`src/rtl/alu_decoder.sv`:
```
// alu_decoder: RV64IM decode stage in front of the execute ALU.
// One pipeline register holds the decoded fields; latency is one cycle.
// Handshake: a transfer happens on a rising clk edge where valid && ready
// are both high; valid-side payload must stay stable until that transfer,
// and ready may depend combinationally on the downstream ready.

`ifndef ALU_DEFS_SV
`define ALU_DEFS_SV
`define NOTHING 11'd0
`define ADD     11'd1
`define SUB     11'd2
`define SLL     11'd3
`define LESS    11'd4
`define LESSU   11'd5
`define SLTIU   11'd6
`define XOR     11'd7
`define SRL     11'd8
`define SRA     11'd9
`define OR      11'd10
`define AND     11'd11
`define MUL     11'd12
`define MULH    11'd13
`define MULHSU  11'd14
`define MULHU   11'd15
`define DIV     11'd16
`define DIVU    11'd17
`define REM     11'd18
`define REMU    11'd19
`define EQUAL   11'd20
`define NEQ     11'd21
`define GTE     11'd22
`define GTEU    11'd23
`define IMMVAL  11'd24
`define RTYPE   4'd1
`define ITYPE   4'd2
`define STYPE   4'd3
`define BTYPE   4'd4
`define UTYPE   4'd5
`define JTYPE   4'd6
`endif

module alu_decoder #(
    parameter int CNT_W = 32
) (
    input  logic             clk,
    input  logic             reset_n,
    input  logic             flush,
    input  logic             in_valid,
    output logic             in_ready,
    input  logic [31:0]      instr,
    input  logic [63:0]      in_pc,
    output logic             out_valid,
    input  logic             out_ready,
    output logic [63:0]      out_pc,
    output logic [10:0]      opcode,
    output logic [3:0]       instr_type,
    output logic [31:0]      immediate,
    output logic [5:0]       shamt,
    output logic [4:0]       rs1,
    output logic [4:0]       rs2,
    output logic [4:0]       rd,
    output logic             word_op,
    output logic             illegal,
    output logic [CNT_W-1:0] issued_cnt,
    output logic [CNT_W-1:0] illegal_cnt
);

    logic [6:0] major;
    logic [2:0] funct3;
    logic [6:0] funct7;
    logic       accept;
    logic       out_hs;

    logic [10:0] d_op;
    logic [3:0]  d_type;
    logic [31:0] d_imm;
    logic [5:0]  d_shamt;
    logic [4:0]  d_rs1;
    logic [4:0]  d_rs2;
    logic [4:0]  d_rd;
    logic        d_word;
    logic        d_legal;

    assign major    = instr[6:0];
    assign funct3   = instr[14:12];
    assign funct7   = instr[31:25];
    assign in_ready = !out_valid || out_ready;
    assign accept   = in_valid && in_ready && !flush;
    assign out_hs   = out_valid && out_ready;

    // Combinational decode of the incoming word into ALU control fields.
    always_comb begin
        d_op    = `NOTHING;
        d_type  = 4'd0;
        d_imm   = 32'd0;
        d_shamt = 6'd0;
        d_word  = 1'b0;
        d_legal = 1'b0;
        case (major)
            7'b0010011, 7'b0011011: begin  // OP-IMM / OP-IMM-32
                d_type  = `ITYPE;
                d_imm   = {{20{instr[31]}}, instr[31:20]};
                d_word  = major[3];
                d_legal = 1'b1;
                case (funct3)
                    3'd0: d_op = `ADD;
                    3'd1: begin
                        d_op    = `SLL;
                        d_shamt = instr[25:20];
                        d_legal = major[3] ? (funct7 == 7'h00) : (instr[31:26] == 6'h00);
                    end
                    3'd5: begin
                        d_op    = instr[30] ? `SRA : `SRL;
                        d_shamt = instr[25:20];
                        d_legal = major[3] ? (funct7 == 7'h00 || funct7 == 7'h20)
                                           : (instr[31:26] == 6'h00 || instr[31:26] == 6'h10);
                    end
                    3'd2: begin d_op = `LESS;  d_legal = !major[3]; end
                    3'd3: begin d_op = `SLTIU; d_legal = !major[3]; end
                    3'd4: begin d_op = `XOR;   d_legal = !major[3]; end
                    3'd6: begin d_op = `OR;    d_legal = !major[3]; end
                    default: begin d_op = `AND; d_legal = !major[3]; end
                endcase
            end
            7'b0110011, 7'b0111011: begin  // OP / OP-32
                d_type  = `RTYPE;
                d_word  = major[3];
                d_legal = 1'b1;
                case ({funct7, funct3})
                    10'b0000000_000: d_op = `ADD;
                    10'b0000000_001: d_op = `SLL;
                    10'b0000000_010: begin d_op = `LESS;   d_legal = !major[3]; end
                    10'b0000000_011: begin d_op = `LESSU;  d_legal = !major[3]; end
                    10'b0000000_100: begin d_op = `XOR;    d_legal = !major[3]; end
                    10'b0000000_101: d_op = `SRL;
                    10'b0000000_110: begin d_op = `OR;     d_legal = !major[3]; end
                    10'b0000000_111: begin d_op = `AND;    d_legal = !major[3]; end
                    10'b0100000_000: d_op = `SUB;
                    10'b0100000_101: d_op = `SRA;
                    10'b0000001_000: d_op = `MUL;
                    10'b0000001_001: begin d_op = `MULH;   d_legal = !major[3]; end
                    10'b0000001_010: begin d_op = `MULHSU; d_legal = !major[3]; end
                    10'b0000001_011: begin d_op = `MULHU;  d_legal = !major[3]; end
                    10'b0000001_100: d_op = `DIV;
                    10'b0000001_101: d_op = `DIVU;
                    10'b0000001_110: d_op = `REM;
                    10'b0000001_111: d_op = `REMU;
                    default:         d_legal = 1'b0;
                endcase
            end
            7'b0000011: begin  // LOAD: funct3=7 has no RV64 load
                d_op    = `ADD;
                d_type  = `ITYPE;
                d_imm   = {{20{instr[31]}}, instr[31:20]};
                d_legal = (funct3 != 3'd7);
            end
            7'b0100011: begin  // STORE: SB/SH/SW/SD only
                d_op    = `ADD;
                d_type  = `STYPE;
                d_imm   = {{20{instr[31]}}, instr[31:25], instr[11:7]};
                d_legal = !funct3[2];
            end
            7'b1100011: begin  // BRANCH
                d_type  = `BTYPE;
                d_imm   = {{19{instr[31]}}, instr[31], instr[7], instr[30:25], instr[11:8], 1'b0};
                d_legal = 1'b1;
                case (funct3)
                    3'd0: d_op = `EQUAL;
                    3'd1: d_op = `NEQ;
                    3'd4: d_op = `LESS;
                    3'd5: d_op = `GTE;
                    3'd6: d_op = `LESSU;
                    3'd7: d_op = `GTEU;
                    default: d_legal = 1'b0;
                endcase
            end
            7'b0110111, 7'b0010111: begin  // LUI / AUIPC
                d_op    = `IMMVAL;
                d_type  = `UTYPE;
                d_imm   = {instr[31:12], 12'd0};
                d_legal = 1'b1;
            end
            7'b1100111: begin  // JALR
                d_op    = `ADD;
                d_type  = `ITYPE;
                d_imm   = {{20{instr[31]}}, instr[31:20]};
                d_legal = (funct3 == 3'd0);
            end
            7'b1101111: begin  // JAL
                d_op    = `NOTHING;
                d_type  = `JTYPE;
                d_imm   = {{11{instr[31]}}, instr[31], instr[19:12], instr[20], instr[30:21], 1'b0};
                d_legal = 1'b1;
            end
            default: d_legal = 1'b0;
        endcase

        // Illegal encodings carry no ALU meaning: clear every control field.
        if (!d_legal) begin
            d_op    = `NOTHING;
            d_type  = 4'd0;
            d_imm   = 32'd0;
            d_shamt = 6'd0;
            d_word  = 1'b0;
        end
    end

    // Register indices come straight from the word; unused ones are zeroed by format.
    always_comb begin
        d_rs1 = instr[19:15];
        d_rs2 = instr[24:20];
        d_rd  = instr[11:7];
        if (d_type == `UTYPE || d_type == `JTYPE) begin
            d_rs1 = 5'd0;
            d_rs2 = 5'd0;
        end
        if (d_type == `STYPE || d_type == `BTYPE) begin
            d_rd = 5'd0;
        end
    end

    // Pipeline register, occupancy flag and handshake counters.
    always_ff @(posedge clk) begin
        if (!reset_n) begin
            out_valid   <= 1'b0;
            out_pc      <= 64'd0;
            opcode      <= `NOTHING;
            instr_type  <= 4'd0;
            immediate   <= 32'd0;
            shamt       <= 6'd0;
            rs1         <= 5'd0;
            rs2         <= 5'd0;
            rd          <= 5'd0;
            word_op     <= 1'b0;
            illegal     <= 1'b0;
            issued_cnt  <= '0;
            illegal_cnt <= '0;
        end else begin
            if (out_hs) begin
                issued_cnt <= issued_cnt + 1'b1;
                if (illegal) begin
                    illegal_cnt <= illegal_cnt + 1'b1;
                end
            end
            if (flush) begin
                out_valid <= 1'b0;
            end else if (accept) begin
                out_valid  <= 1'b1;
                out_pc     <= in_pc;
                opcode     <= d_op;
                instr_type <= d_type;
                immediate  <= d_imm;
                shamt      <= d_shamt;
                rs1        <= d_rs1;
                rs2        <= d_rs2;
                rd         <= d_rd;
                word_op    <= d_word;
                illegal    <= !d_legal;
            end else if (out_hs) begin
                out_valid <= 1'b0;
            end
        end
    end

endmodule

```
`config.mk`:
```
export PLATFORM = sky130hd
export DESIGN_NAME = alu_decoder
export DESIGN_NICKNAME = d
export VERILOG_FILES = /design/src/rtl/alu_decoder.sv
export SDC_FILE = /design/constraint.sdc
export NUM_CORES = 1
export LEC_CHECK = 0
export BUFFER_PORTS_ARGS = -buffer_cell sky130_fd_sc_hd__buf_4
export CAP_MARGIN = 20
export CORE_AREA = 2 2 139 141
export CTS_CLUSTER_SIZE = 8
export DETAILED_ROUTE_END_ITERATION = 10
export DIE_AREA = 0 0 141 143
export PLACE_DENSITY = 0.76
export SLEW_MARGIN = 25
export SYNTH_ARGS = -nofsm -noshare
export SYNTH_HDL_FRONTEND = slang
export SYNTH_SLANG_ARGS = --single-unit
export TNS_END_PERCENT = 50
```
`constraint.sdc`:
```
create_clock -name clk -period 1.75 [get_ports clk]
set_clock_uncertainty 0.05 [all_clocks]
set_input_delay 0.0875 -clock clk [delete_from_list [all_inputs] [get_ports clk]]
set_output_delay 0.0875 -clock clk [all_outputs]
set_load 0.02 [all_outputs]
```
==> reports/metrics.yaml, run 1 <==
setup_path:
  endpoint_kind: "flip-flop"
  required_ns: 2.03
  cp_data_arrival_time_ns: 1.99
  critPathMaxFanout: 5
  critPathLaunchType: "flip-flop"
  critPathKind: "flip-flop to flip-flop"
layout:
  n_antenna_cell: 0
  final_layout_size_suffix_gt1_share_pct: 34.5
  area_delta_synth_final_pct: 58.3
  final_cells: 1657
  nNetsFinal: 1515
  final_util_pct: 70.5
floorplan:
  dieArea_sq_um: 20200
  coreArea_sq_um: 18600
  die_y_um: 143
  start_util_pct: 44.6
  die_x_um: 141
  rows: 50
  io_pins: 301
yosys:
  ys_warn_count: 0
  yosys-top-cells-area: "dfxtp_1, nand2_1, a21boi_0"
  synth.avg_cell_area_sq_um: 8.63
  synth_top_family_by_area: "simple AND/OR/NAND/NOR gates"
  synth_seq_area_share_pct: 46.4
  yosysTopAreaCellShare_pct: 46.4
  synthAdderAreaFrac_pct: 0.453
  yosysMostFrequentCell: "nand2_1"
  synth_top_area_cell: "dfxtp_1"
  ys_async_sr_fraction_pct: 0
  yosys.cell_types.count: 63
  muxShareOfSynthArea_pct: 0.484
  synth_edf_count: 0
  yosys.area_share.simple_pct: 25.5
  synth_common_cells: "nand2_1, dfxtp_1, a21boi_0"
  synthFlopType: "dfxtp_1"
  syn-instance-count: 959
  synth_xor_area_share_pct: 5.93
  ys_ff_latch: 192
  syn-cell-area_sq_um: 8280
  synth_compound_area_share_pct: 17.1
global_routing:
  antenna_found_initial: 0
  grt_max_degree: 73
  grt_overflow_total: 0
  grt_pass1_wl_mm: 43.1
  first_global_vias: 8441
  grt_usage_pct: 26.7
drt:
  route.top_layer_used: "met4"
  vias: 8661
  dr_wl_met2_mm: 14.2
  dr_wl_met3_mm: 1.97
  drt-initial-drc-count: 493
  post_drt_wl_per_cell_um: 16.9
  dr.pass1.iters: 6
  vias_per_cell: 5.23
  finalWirelength_mm: 28.0
  drt-met1-wl_mm: 10.8
  antenna_left: 0
  drc_errors: 0
clocking:
  cts_htree_levels: 4
  cts_tree: "built"
  clk_latency_ns: 0.43
  clock_path_buffers: 2
  clock_sinks: 192
  cts_root_buffer: "clkbuf_16"
  cts.clk_slew.worst_paths_ns: 0.07
  cts_buffers: 17
pwr:
  swShare_pct: 25.6
  clkPwrFrac_pct: 40.6
  p_int_mw: 7.20
  p_comb_share_pct: 12.8
  p_seq_share_pct: 46.6
  peakVddDrop_mv: 0.655
  cellLeakagePower_nw: 5.75
  power.switching_mw: 2.48
  power_density_nw_per_um2: 738
placed_design:
  hpwlAfterDp_mm: 18.7
  dp.cells: 1532
  io_buffers: 293
  gp_congestion: 0.909
timing:
  hold_violations: 0
  tightest_slew_ns: 0.578
  slew_viol_final: 0
  max_slew_margin_pct: 61.1
  fmax_mhz: 583
  period_minus_slack_ns: 1.72
  setup_viol: 0
  hold_slack_ns: 0.0484
  fin_setup_tns_ns: 0
  grt_setup_unrepaired: "yes"
  finalCritPeriodShare_pct: 98.0
worst_hold_path:
  hold_class: "input port to flip-flop"
run:
  cap_violations: 0
status:
  status: "finished clean"
[critical path, stage by stage (launching register included)]
cell,delay (ns)
dfxtp_4,0.34
nand4_1,0.21
nor4_4,0.32
and4_4,0.34
nand3_2,0.09
xnor2_1,0.13
and2_1,0.14
[power groups by stage]
stage / registers, mW / clock network [mW] / logic [mW]
4_1_cts: 4.50 / 4.00 / 1.18
2_1_floorplan: 4.71 / 0 / 0.375
3_5_place_dp: 4.60 / 0 / 1.03
3_3_place_gp: 4.60 / 0 / 1.02
6_report: 4.50 / 3.93 / 1.24
5_1_grt: 4.51 / 4.17 / 1.32
[layout by cell type (no fill, tap or decap), types with 10 or more instances in the layout]
| cell | n |
|---|---|
| dfxtp_2 | 13 |
| dfxtp_1 | 171 |
| nor2b_1 | 16 |
| clkbuf_16 | 18 |
| and2_1 | 58 |
| buf_4 | 394 |
| nor2_1 | 20 |
| xor2_1 | 10 |
| a32o_1 | 13 |
| nand2_1 | 200 |
| nand4_1 | 17 |
| a21oi_1 | 31 |
| dlygate4sd3_1 | 86 |
| xnor2_1 | 45 |
| nand3_1 | 33 |
| and3_1 | 14 |
| a21boi_0 | 75 |
| o21ai_0 | 45 |
[repair_timing]
| item | in CTS | in global routing |
|---|---|---|
| endpoints found under the setup margin | 8 | 85 |
| resized for setup | 1 | 27 |
| cloned | 0 | 1 |
| pin swaps | 2 | 18 |
| hold buffers | 86 | 0 |
| setup buffers | 0 | 7 |
| endpoints found under the hold margin | 109 | 0 |
[path summary, 6_finish.rpt]
kind                                     start               to  slack, ns  depth (start not counted)
worst max-delay path            illegal_cnt[6]  illegal_cnt[29]       0.03                          6
worst max register to register  illegal_cnt[6]  illegal_cnt[29]       0.03                          6
worst min register to register   immediate[26]    immediate[26]       0.41                          2
worst min-delay path                 instr[30]    immediate[10]       0.05                          3
[routing by layer]
| metal | vias to the layer above | track usage [%] |
|---|---|---|
| met5 | - | 0 |
| met4 | 0 | 11.6 |
| met3 | 61 | 6.67 |
| met2 | 340 | 47.7 |
| met1 | 4078 | 30.4 |
| li1 | 4182 | - |
[state kept, by name (all words and copies together), names as in the netlist]
| register | flops |
|---|---|
| rd | 5 |
| word_op | 1 |
| out_valid | 1 |
| immediate | 32 |
| rs1 | 5 |
| instr_type | 3 |
| out_pc | 64 |
| illegal_cnt | 32 |
| issued_cnt | 32 |
| opcode | 5 |
| illegal | 1 |
| rs2 | 5 |
| shamt | 6 |
[cells by family after synthesis]
family	after synthesis
fa+ha+maj	3
flops	192
mux	4
xor+xnor	56
compound gates	206
simple gates	423
other cells	1
buf+inv	74
[per-stage QoR]
step           power, mW  setup slack, ns  instance area, sq um
2_1_floorplan       5.08           -0.115                  8430
3_3_place_gp        5.61           -0.214                 11500
3_5_place_dp        5.63           -0.265                 11500
4_1_cts             9.68         -0.00129                 12900
5_1_grt             10.0          -0.0737                 13100
6_report            9.67           0.0344                 13100
[layout make-up]
cell class / instances / area, sq um
clock inverters: 13 / 153
clock buffers: 18 / 429
repair buffers: 495 / 4070
well taps: 234 / 293
flip-flops and latches: 192 / 3890
inverters: 6 / 22.5
fillers: 1367 / 5470
multi-input cells: 699 / 4250
(Power assumes the default switching activity.)
==> inputs of run 2 (changes only) <==
--- a/config.mk
+++ b/config.mk
@@ -5,13 +5,14 @@
 export SDC_FILE = /design/constraint.sdc
 export NUM_CORES = 1
 export LEC_CHECK = 0
+export ABC_AREA = 1
 export BUFFER_PORTS_ARGS = -buffer_cell sky130_fd_sc_hd__buf_4
 export CAP_MARGIN = 20
-export CORE_AREA = 2 2 139 141
+export CORE_AREA = 2 2 145 147
 export CTS_CLUSTER_SIZE = 8
 export DETAILED_ROUTE_END_ITERATION = 10
-export DIE_AREA = 0 0 141 143
-export PLACE_DENSITY = 0.76
+export DIE_AREA = 0 0 147 149
+export PLACE_DENSITY = 0.75
 export SLEW_MARGIN = 25
 export SYNTH_ARGS = -nofsm -noshare
 export SYNTH_HDL_FRONTEND = slang
==> run 2 against run 1 <==
The run now ends with negative setup slack left. First-iteration DRC count grew 8.9%. Utilization shrank 2.5 points. Wire length grew 8.5%. Critical path depth grew 5. Sequential power grew 1%. Largest power group unchanged.
==> reports/metrics.yaml, run 2 <==
layout:
  largest_register_ffs: 64  # unchanged
  final_cells: 1997  # was 1657
  final_cell_mix: "buf_4, nor2_1, nand2_1"  # was buf_4, nand2_1, dfxtp_1
  design_area_sq_um: 14000  # was 13100 sq um
  nNetsFinal: 1813  # was 1515
  area_delta_synth_final_pct: 54.9  # was 58.3%
  top_register: "out_pc"  # unchanged
  n_antenna_cell: 0  # unchanged
  final_common_cell: "buf_4"  # unchanged
  fill_cells: 1675  # was 1367
  final_layout_size_suffix_gt1_share_pct: 34.2  # was 34.5%
pwr:
  peakVddDrop_mv: 0.634  # was 0.655 mV
  power_density_nw_per_um2: 697  # was 738 nW/um^2
  p_int_mw: 7.01  # was 7.20 mW
  p_comb_share_pct: 14.0  # was 12.8%
  p_seq_share_pct: 46.8  # was 46.6%
  swShare_pct: 28.0  # was 25.6%
  cellLeakagePower_nw: 5.98  # was 5.75 nW
  power_mw: 9.74  # was 9.67 mW
  power.switching_mw: 2.73  # was 2.48 mW
  clkPwrFrac_pct: 39.2  # was 40.6%
timing:
  worst_slack_ns: -0.0133  # was 0.0344 ns
  setup_viol: 2  # was 0
  fmax_mhz: 567  # was 583 MHz
  fin_setup_tns_ns: -0.0181  # was 0 ns
  period_minus_slack_ns: 1.76  # was 1.72 ns
  finalCritPeriodShare_pct: 101  # was 98.0%
  slew_viol_final: 0  # unchanged
  hold_violations: 0  # unchanged
  grt_setup_unrepaired: "yes"  # unchanged
run:
  cap_violations: 0  # unchanged
clocking:
  clock_sinks: 192  # unchanged
  cts_tree: "built"  # unchanged
  cts.clk_slew.worst_paths_ns: 0.08  # was 0.07 ns
  cts_root_buffer: "clkbuf_16"  # unchanged
  cts_buffers: 17  # unchanged
  cts_htree_levels: 4  # unchanged
  clock_path_buffers: 2  # unchanged
  clk_latency_ns: 0.44  # was 0.43 ns
drt:
  drt-initial-drc-count: 537  # was 493
  vias: 10206  # was 8661
  antenna_left: 0  # unchanged
  vias_per_cell: 5.11  # was 5.23
  dr.pass1.iters: 5  # was 6
  finalWirelength_mm: 30.3  # was 28.0 mm
  drc_errors: 0  # unchanged
  post_drt_wl_per_cell_um: 15.2  # was 16.9 um
floorplan:
  die_x_um: 147  # was 141 um
  start_util_pct: 43.9  # was 44.6%
  die_y_um: 149  # was 143 um
  coreArea_sq_um: 20600  # was 18600 sq um
  io_pins: 301  # unchanged
  dieArea_sq_um: 21900  # was 20200 sq um
  rows: 53  # was 50
yosys:
  yosys.cell_types.count: 41  # was 63
  synth_seq_area_share_pct: 42.6  # was 46.4%
  yosysMostFrequentCell: "nor2_1"  # was nand2_1
  synth.avg_cell_area_sq_um: 7.15  # was 8.63 sq um
  ys_warn_count: 0  # unchanged
  ys_async_sr_fraction_pct: 0  # unchanged
  synth_common_cells: "nor2_1, nand2_1, dfxtp_1"  # was nand2_1, dfxtp_1, a21boi_0
  yosysTopAreaCellShare_pct: 42.6  # was 46.4%
  yosys-top-cells-area: "dfxtp_1, nor2_1, nand2_1"  # was dfxtp_1, nand2_1, a21boi_0
  ys_ff_latch: 192  # unchanged
  syn-cell-area_sq_um: 9030  # was 8280 sq um
  synth_top_area_cell: "dfxtp_1"  # unchanged
  syn-instance-count: 1263  # was 959
  synth_edf_count: 0  # unchanged
  synthFlopType: "dfxtp_1"  # unchanged
global_routing:
  antenna_found_initial: 0  # unchanged
  grt-busiest-layer: "met2"  # unchanged
  grt_pass1_wl_mm: 48.3  # was 43.1 mm
  grtUsageMet1_pct: 33.0  # was 30.4%
  use_met3_pct: 7.22  # was 6.67%
  grt_usage_pct: 27.0  # was 26.7%
  grt_overflow_total: 0  # unchanged
  use_met2_pct: 45.8  # was 47.7%
  grt_max_degree: 93  # was 73
  first_global_vias: 9717  # was 8441
placed_design:
  placed_area_sq_um: 12100  # was 11500 sq um
  io_buffers: 293  # unchanged
  place_ws_ns: -0.0908  # was -0.265 ns
  gp_congestion: 0.924  # was 0.909
  hpwlAfterDp_mm: 20.5  # was 18.7 mm
  dp.cells: 1866  # was 1532
status:
  status: "complete, but fails checks"  # was finished clean
  failed_checks: "negative setup slack"
worst_hold_path:
  min_to: "rs2[3]"  # was immediate[10]
  hold_path_depth: 5  # was 3
  hold_class: "input port to flip-flop"  # unchanged
  min-delay-start: "instr[23]"  # was instr[30]
setup_path:
  crit_chain: "nand2_8 > nor2_4 > nand2_2 > nor2_4 > nand2_4 > nor2_4 > nand2_2 > nor2_4 > inv_2 > o21ai_1 > nor3b_2"  # was nand4_1 > nor4_4 > and4_4 > nand3_2 > xnor2_1 > and2_1
  endpoint_kind: "flip-flop"  # unchanged
  path_delay_family: "simple AND/OR/NAND/NOR gates"  # unchanged
  required_ns: 2.06  # was 2.03 ns
  r2r-end: "illegal_cnt[25]"  # was illegal_cnt[29]
  cp_data_arrival_time_ns: 2.08  # was 1.99 ns
  cp_slowest_cell: "dfxtp_4"  # unchanged
  reg2reg_from: "out_valid"  # was illegal_cnt[6]
  crit_path_frequent_cell: "nor2_4"
  worstRegToRegCells: 11  # was 6
  crit_path_max_incr_delay_ns: 0.39  # was 0.34 ns
  critPathLaunchType: "flip-flop"  # unchanged
  critPathMaxFanout: 7  # was 5
  cp_num_buf_inv: 1  # was 0
  r2r_slack_ns: -0.01  # was 0.03 ns
  critPathKind: "flip-flop to flip-flop"  # unchanged
-- run 2: cell count changes after synthesis, moves of 40 or more --
cell / delta
nor2_1: +235
a21oi_1: +53
inv_1: +95
a21boi_0: -80
and2_1: -59
xnor2_1: -40
o21ai_0: +57
-- run 2: what timing repair did --
item,CTS,global route
cloned,0,1
hold endpoints to repair,89,0
pin swaps,8,22
endpoints found under the setup margin,16,128
gates resized for setup,15,71
buffers inserted,8,7
hold buffers,83,0
-- run 2: layout make-up --
class	instances	area, sq um	share of cell area (%)
clock inverters	14	145	1.04
multi-input cells	905	4770	34.1
repair buffers	482	4000	28.6
well taps	275	344	2.46
clock buffers	18	429	3.07
flip-flops and latches	192	3860	27.6
inverters	111	429	3.07
-- run 2: tightest hold or removal path, delay by kind of cell --
family | cells | cell delay, ns
buffers and inverters | 2 | 0.20
AND/OR/NAND/NOR | 2 | 0.14
AO/OA/AOI/OAI | 1 | 0.05
-- run 2: how the worst max path moves through the flow --
stage                                 end  cells after the start           start  slack [ns]
after global placement     issued_cnt[22]                     12   issued_cnt[0]       -0.04
final                     illegal_cnt[25]                     11       out_valid       -0.01
after CTS                 illegal_cnt[31]                     11       out_valid      -0.009
after floorplan            issued_cnt[22]                     12   issued_cnt[1]      -0.009
after global routing      illegal_cnt[29]                     11  illegal_cnt[0]       -0.13
after detailed placement   issued_cnt[24]                     10   issued_cnt[0]       -0.09
-- run 2: power groups by stage --
| stage | clock network [mW] | registers, mW | logic (mW) |
|---|---|---|---|
| 2_1_floorplan | 0 | 4.80 | 0.421 |
| 3_3_place_gp | 0 | 4.65 | 1.15 |
| 3_5_place_dp | 0 | 4.65 | 1.16 |
| 4_1_cts | 3.91 | 4.55 | 1.32 |
| 5_1_grt | 4.07 | 4.57 | 1.46 |
| 6_report | 3.82 | 4.56 | 1.37 |
-- run 2: metrics by stage --
step,hold slack [ns],utilization [%]
after floorplan,0.106,-
after global placement,0.235,59.1
after detailed placement,0.235,59.1
after CTS,0.0230,66.5
after global routing,0.0715,68.0
final,0.0467,68.0
-- run 2: per-layer routing --
| metal | vias to the layer above | share of wire [%] |
|---|---|---|
| met4 | 0 | 2.9 |
| li1 | 4982 | - |
| met5 | - | 0 |
| met2 | 369 | 48 |
| met1 | 4780 | 41 |
| met3 | 75 | 7.6 |
-- run 2: cells by family after synthesis --
family,Yosys count,synth area share (%)
buffers and inverters,172,8.01
XOR/XNOR,22,2.13
adder cells (fa/ha/maj),3,0.416
AO/OA/AOI/OAI,228,13.9
flip-flops,192,42.6
AND/OR/NAND/NOR,645,32.9
other,1,0.0415
==> inputs of run 3 (changes only) <==
==> constraint.sdc (replaced) <==
create_clock -name clk -period 1.75 [get_ports clk]
set_clock_uncertainty 0.05 [all_clocks]
set_input_delay 0.0875 -clock clk [delete_from_list [all_inputs] [get_ports clk]]
set_output_delay 0.0875 -clock clk [all_outputs]
set_load 0.05 [all_outputs]
==> run 3 against run 2 <==
Die area did not move. Register-to-register slack worse by 0.04 ns. Total power rose by 2.6%. Hold slack lost 0.0057 ns. Critical endpoint is now issued_cnt[30]. Fmax shrank 2.2%. Design area decreased by 1.3%. The run still ends with negative setup slack left. Utilization shrank 0.88 points. Combinational power is 20% higher. Largest cell class unchanged. Sequential share of layout area up 0.67 points. Setup slack got worse by 0.039 ns.
==> reports/metrics.yaml, run 3 (synthesis results as in run 2) <==
pwr:
  swShare_pct: 30.0  # was 28.0%
  power_density_nw_per_um2: 724  # was 697 nW/um^2
  power.switching_mw: 3.00  # was 2.73 mW
  clkPwrFrac_pct: 37.9  # was 39.2%
  power_mw: 10.0  # was 9.74 mW
  peakVddDrop_mv: 0.642  # was 0.634 mV
  p_seq_share_pct: 45.5  # was 46.8%
  p_int_mw: 7.00  # was 7.01 mW
  p_comb_share_pct: 16.5  # was 14.0%
  cellLeakagePower_nw: 5.84  # was 5.98 nW
drt:
  antenna_left: 0  # unchanged
  drc_errors: 0  # unchanged
  drt-initial-drc-count: 478  # was 537
  vias: 10058  # was 10206
  vias_per_cell: 5.11  # about the same
  dr.pass1.iters: 5  # unchanged
  post_drt_wl_per_cell_um: 15.1  # was 15.2 um
  finalWirelength_mm: 29.8  # was 30.3 mm
timing:
  hold_slack_ns: 0.0411  # was 0.0467 ns
  grt_setup_unrepaired: "yes"  # unchanged
  setup_viol: 2  # unchanged
  hold_violations: 0  # unchanged
  worst_slack_ns: -0.0521  # was -0.0133 ns
  fmax_mhz: 555  # was 567 MHz
  max_slew_margin_pct: 42.9
  slew_viol_final: 0  # unchanged
  tightest_slew_ns: 0.857
  period_minus_slack_ns: 1.80  # was 1.76 ns
  finalCritPeriodShare_pct: 103  # was 101%
layout:
  n_antenna_cell: 0  # unchanged
  multi_input_area_sq_um: 4770  # about the same
  final_cell_mix: "buf_4, nor2_1, nand2_1"  # unchanged
  final_util_pct: 67.2  # was 68.0%
  final_layout_size_suffix_gt1_share_pct: 34.2  # about the same
  fill_cells: 1685  # was 1675
  final_common_cell: "buf_4"  # unchanged
  design_area_sq_um: 13800  # was 14000 sq um
  final_cells: 1969  # was 1997
  largest_register_ffs: 64  # unchanged
  top_register: "out_pc"  # unchanged
  seq_area_sq_um: 3910  # was 3860 sq um
  nNetsFinal: 1786  # was 1813
  area_delta_synth_final_pct: 52.9  # was 54.9%
setup_path:
  endpoint: "issued_cnt[30]"  # was illegal_cnt[25]
  cp_data_arrival_time_ns: 2.06  # was 2.08 ns
  reg2reg_from: "issued_cnt[1]"  # was out_valid
  required_ns: 2.01  # was 2.06 ns
  r2r-end: "issued_cnt[30]"  # was illegal_cnt[25]
  critPathKind: "flip-flop to flip-flop"  # unchanged
  critPathLaunchType: "flip-flop"  # unchanged
  critPathLaunch: "issued_cnt[1]"  # was out_valid
  worstRegToRegCells: 12  # was 11
  r2r_slack_ns: -0.05  # was -0.01 ns
  endpoint_kind: "flip-flop"  # unchanged
  critPathMaxFanout: 3  # was 7
floorplan:
  dieArea_sq_um: 21900  # unchanged
  io_pins: 301  # unchanged
  coreArea_sq_um: 20600  # unchanged
  rows: 53  # unchanged
  start_util_pct: 43.9  # unchanged
  die_y_um: 149  # unchanged
  die_x_um: 147  # unchanged
global_routing:
  grt_pass1_wl_mm: 46.4  # was 48.3 mm
  grt_usage_pct: 26.0  # was 27.0%
  grt_overflow_total: 0  # unchanged
  first_global_vias: 9534  # was 9717
  antenna_found_initial: 0  # unchanged
  grt_max_degree: 93  # unchanged
placed_design:
  dp.cells: 1835  # was 1866
  hpwlAfterDp_mm: 20.2  # was 20.5 mm
  placed_area_sq_um: 12000  # was 12100 sq um
  gp_congestion: 0.958  # was 0.924
  io_buffers: 293  # unchanged
clocking:
  cts.clk_slew.worst_paths_ns: 0.08  # about the same
  cts_tree: "built"  # unchanged
  cts_htree_levels: 4  # unchanged
  cts_buffers: 17  # unchanged
  clock_sinks: 192  # unchanged
  clock_path_buffers: 2  # unchanged
  cts_root_buffer: "clkbuf_16"  # unchanged
  clk_latency_ns: 0.43  # was 0.44 ns
worst_hold_path:
  hold_class: "input port to flip-flop"  # unchanged
  hold_path_depth: 5  # unchanged
run:
  cap_violations: 0  # unchanged
status:
  status: "complete, but fails checks"  # unchanged
  failed_checks: "negative setup slack"  # unchanged
[run 3: changes by cell type in the layout (fill, tap and decap cells not counted), sizes merged]
cell / before / now
buf: 398 / 370
clkinv: 8 / 6
dlygate4sd3: 82 / 83
inv: 116 / 117
[run 3: worst min path at each step]
stage / startpoint / end / slack [ns]
finish: instr[21] / shamt[1] / 0.04
global route: out_ready / issued_cnt[4] / 0.04
CTS: instr[21] / shamt[1] / 0.03
detailed placement: flush / out_valid / 0.24
global placement: flush / out_valid / 0.24
floorplan: flush / out_valid / 0.11
[run 3: power groups by stage]
stage / sequential, mW / combinational, mW / clock (mW)
3_3_place_gp: 4.64 / 1.44 / 0
6_report: 4.55 / 1.65 / 3.79
4_1_cts: 4.55 / 1.61 / 3.86
3_5_place_dp: 4.65 / 1.45 / 0
2_1_floorplan: 5.08 / 0.443 / 0
5_1_grt: 4.57 / 1.75 / 4.10
[run 3: per-layer routing]
layer | global-route usage [%] | up-vias | part of all wire (%)
met1 | 32.0 | 4662 | 41
met3 | 7.61 | 70 | 8.5
met4 | 9.28 | 0 | 2.6
li1 | - | 4911 | -
met5 | 0 | - | 0
met2 | 43.7 | 415 | 48
[run 3: area by class of cell]
cell class	count	area share, %
multi-input combinational	905	34.5
clock inverter	13	1.03
clock buffer	18	3.11
inverter	111	3.14
tap	275	2.49
sequential	192	28.3
timing repair buffer	455	27.4
[run 3: per-stage QoR]
step / setup WS, ns / setup TNS [ns]
2_1_floorplan: -0.0698 / -0.167
3_3_place_gp: -0.00262 / -0.00262
3_5_place_dp: -0.0529 / -0.125
4_1_cts: -0.00848 / -0.00942
5_1_grt: -0.154 / -1.53
6_report: -0.0521 / -0.0597
[run 3: worst max-delay path: stages (launching register included)]
cell and delay, ns:
dfxtp_4 0.36, ha_4 0.15, nand3_4 0.08, nor2_4 0.13
nand2_2 0.09, nor2_4 0.13, buf_4 0.12, nand2_2 0.07
inv_2 0.07, nand3_2 0.07, nor3_2 0.18, xnor2_1 0.13
nor2_1 0.05
[run 3: what timing repair did]
action                                  4_1_cts  5_1_grt
endpoints found under the hold margin        88        0
hold buffers                                 84        0
pin swaps                                     6       29
buffers inserted                              2       16
endpoints found under the setup margin       11       76
gates resized for setup                      12       51
gates cloned                                  0        1
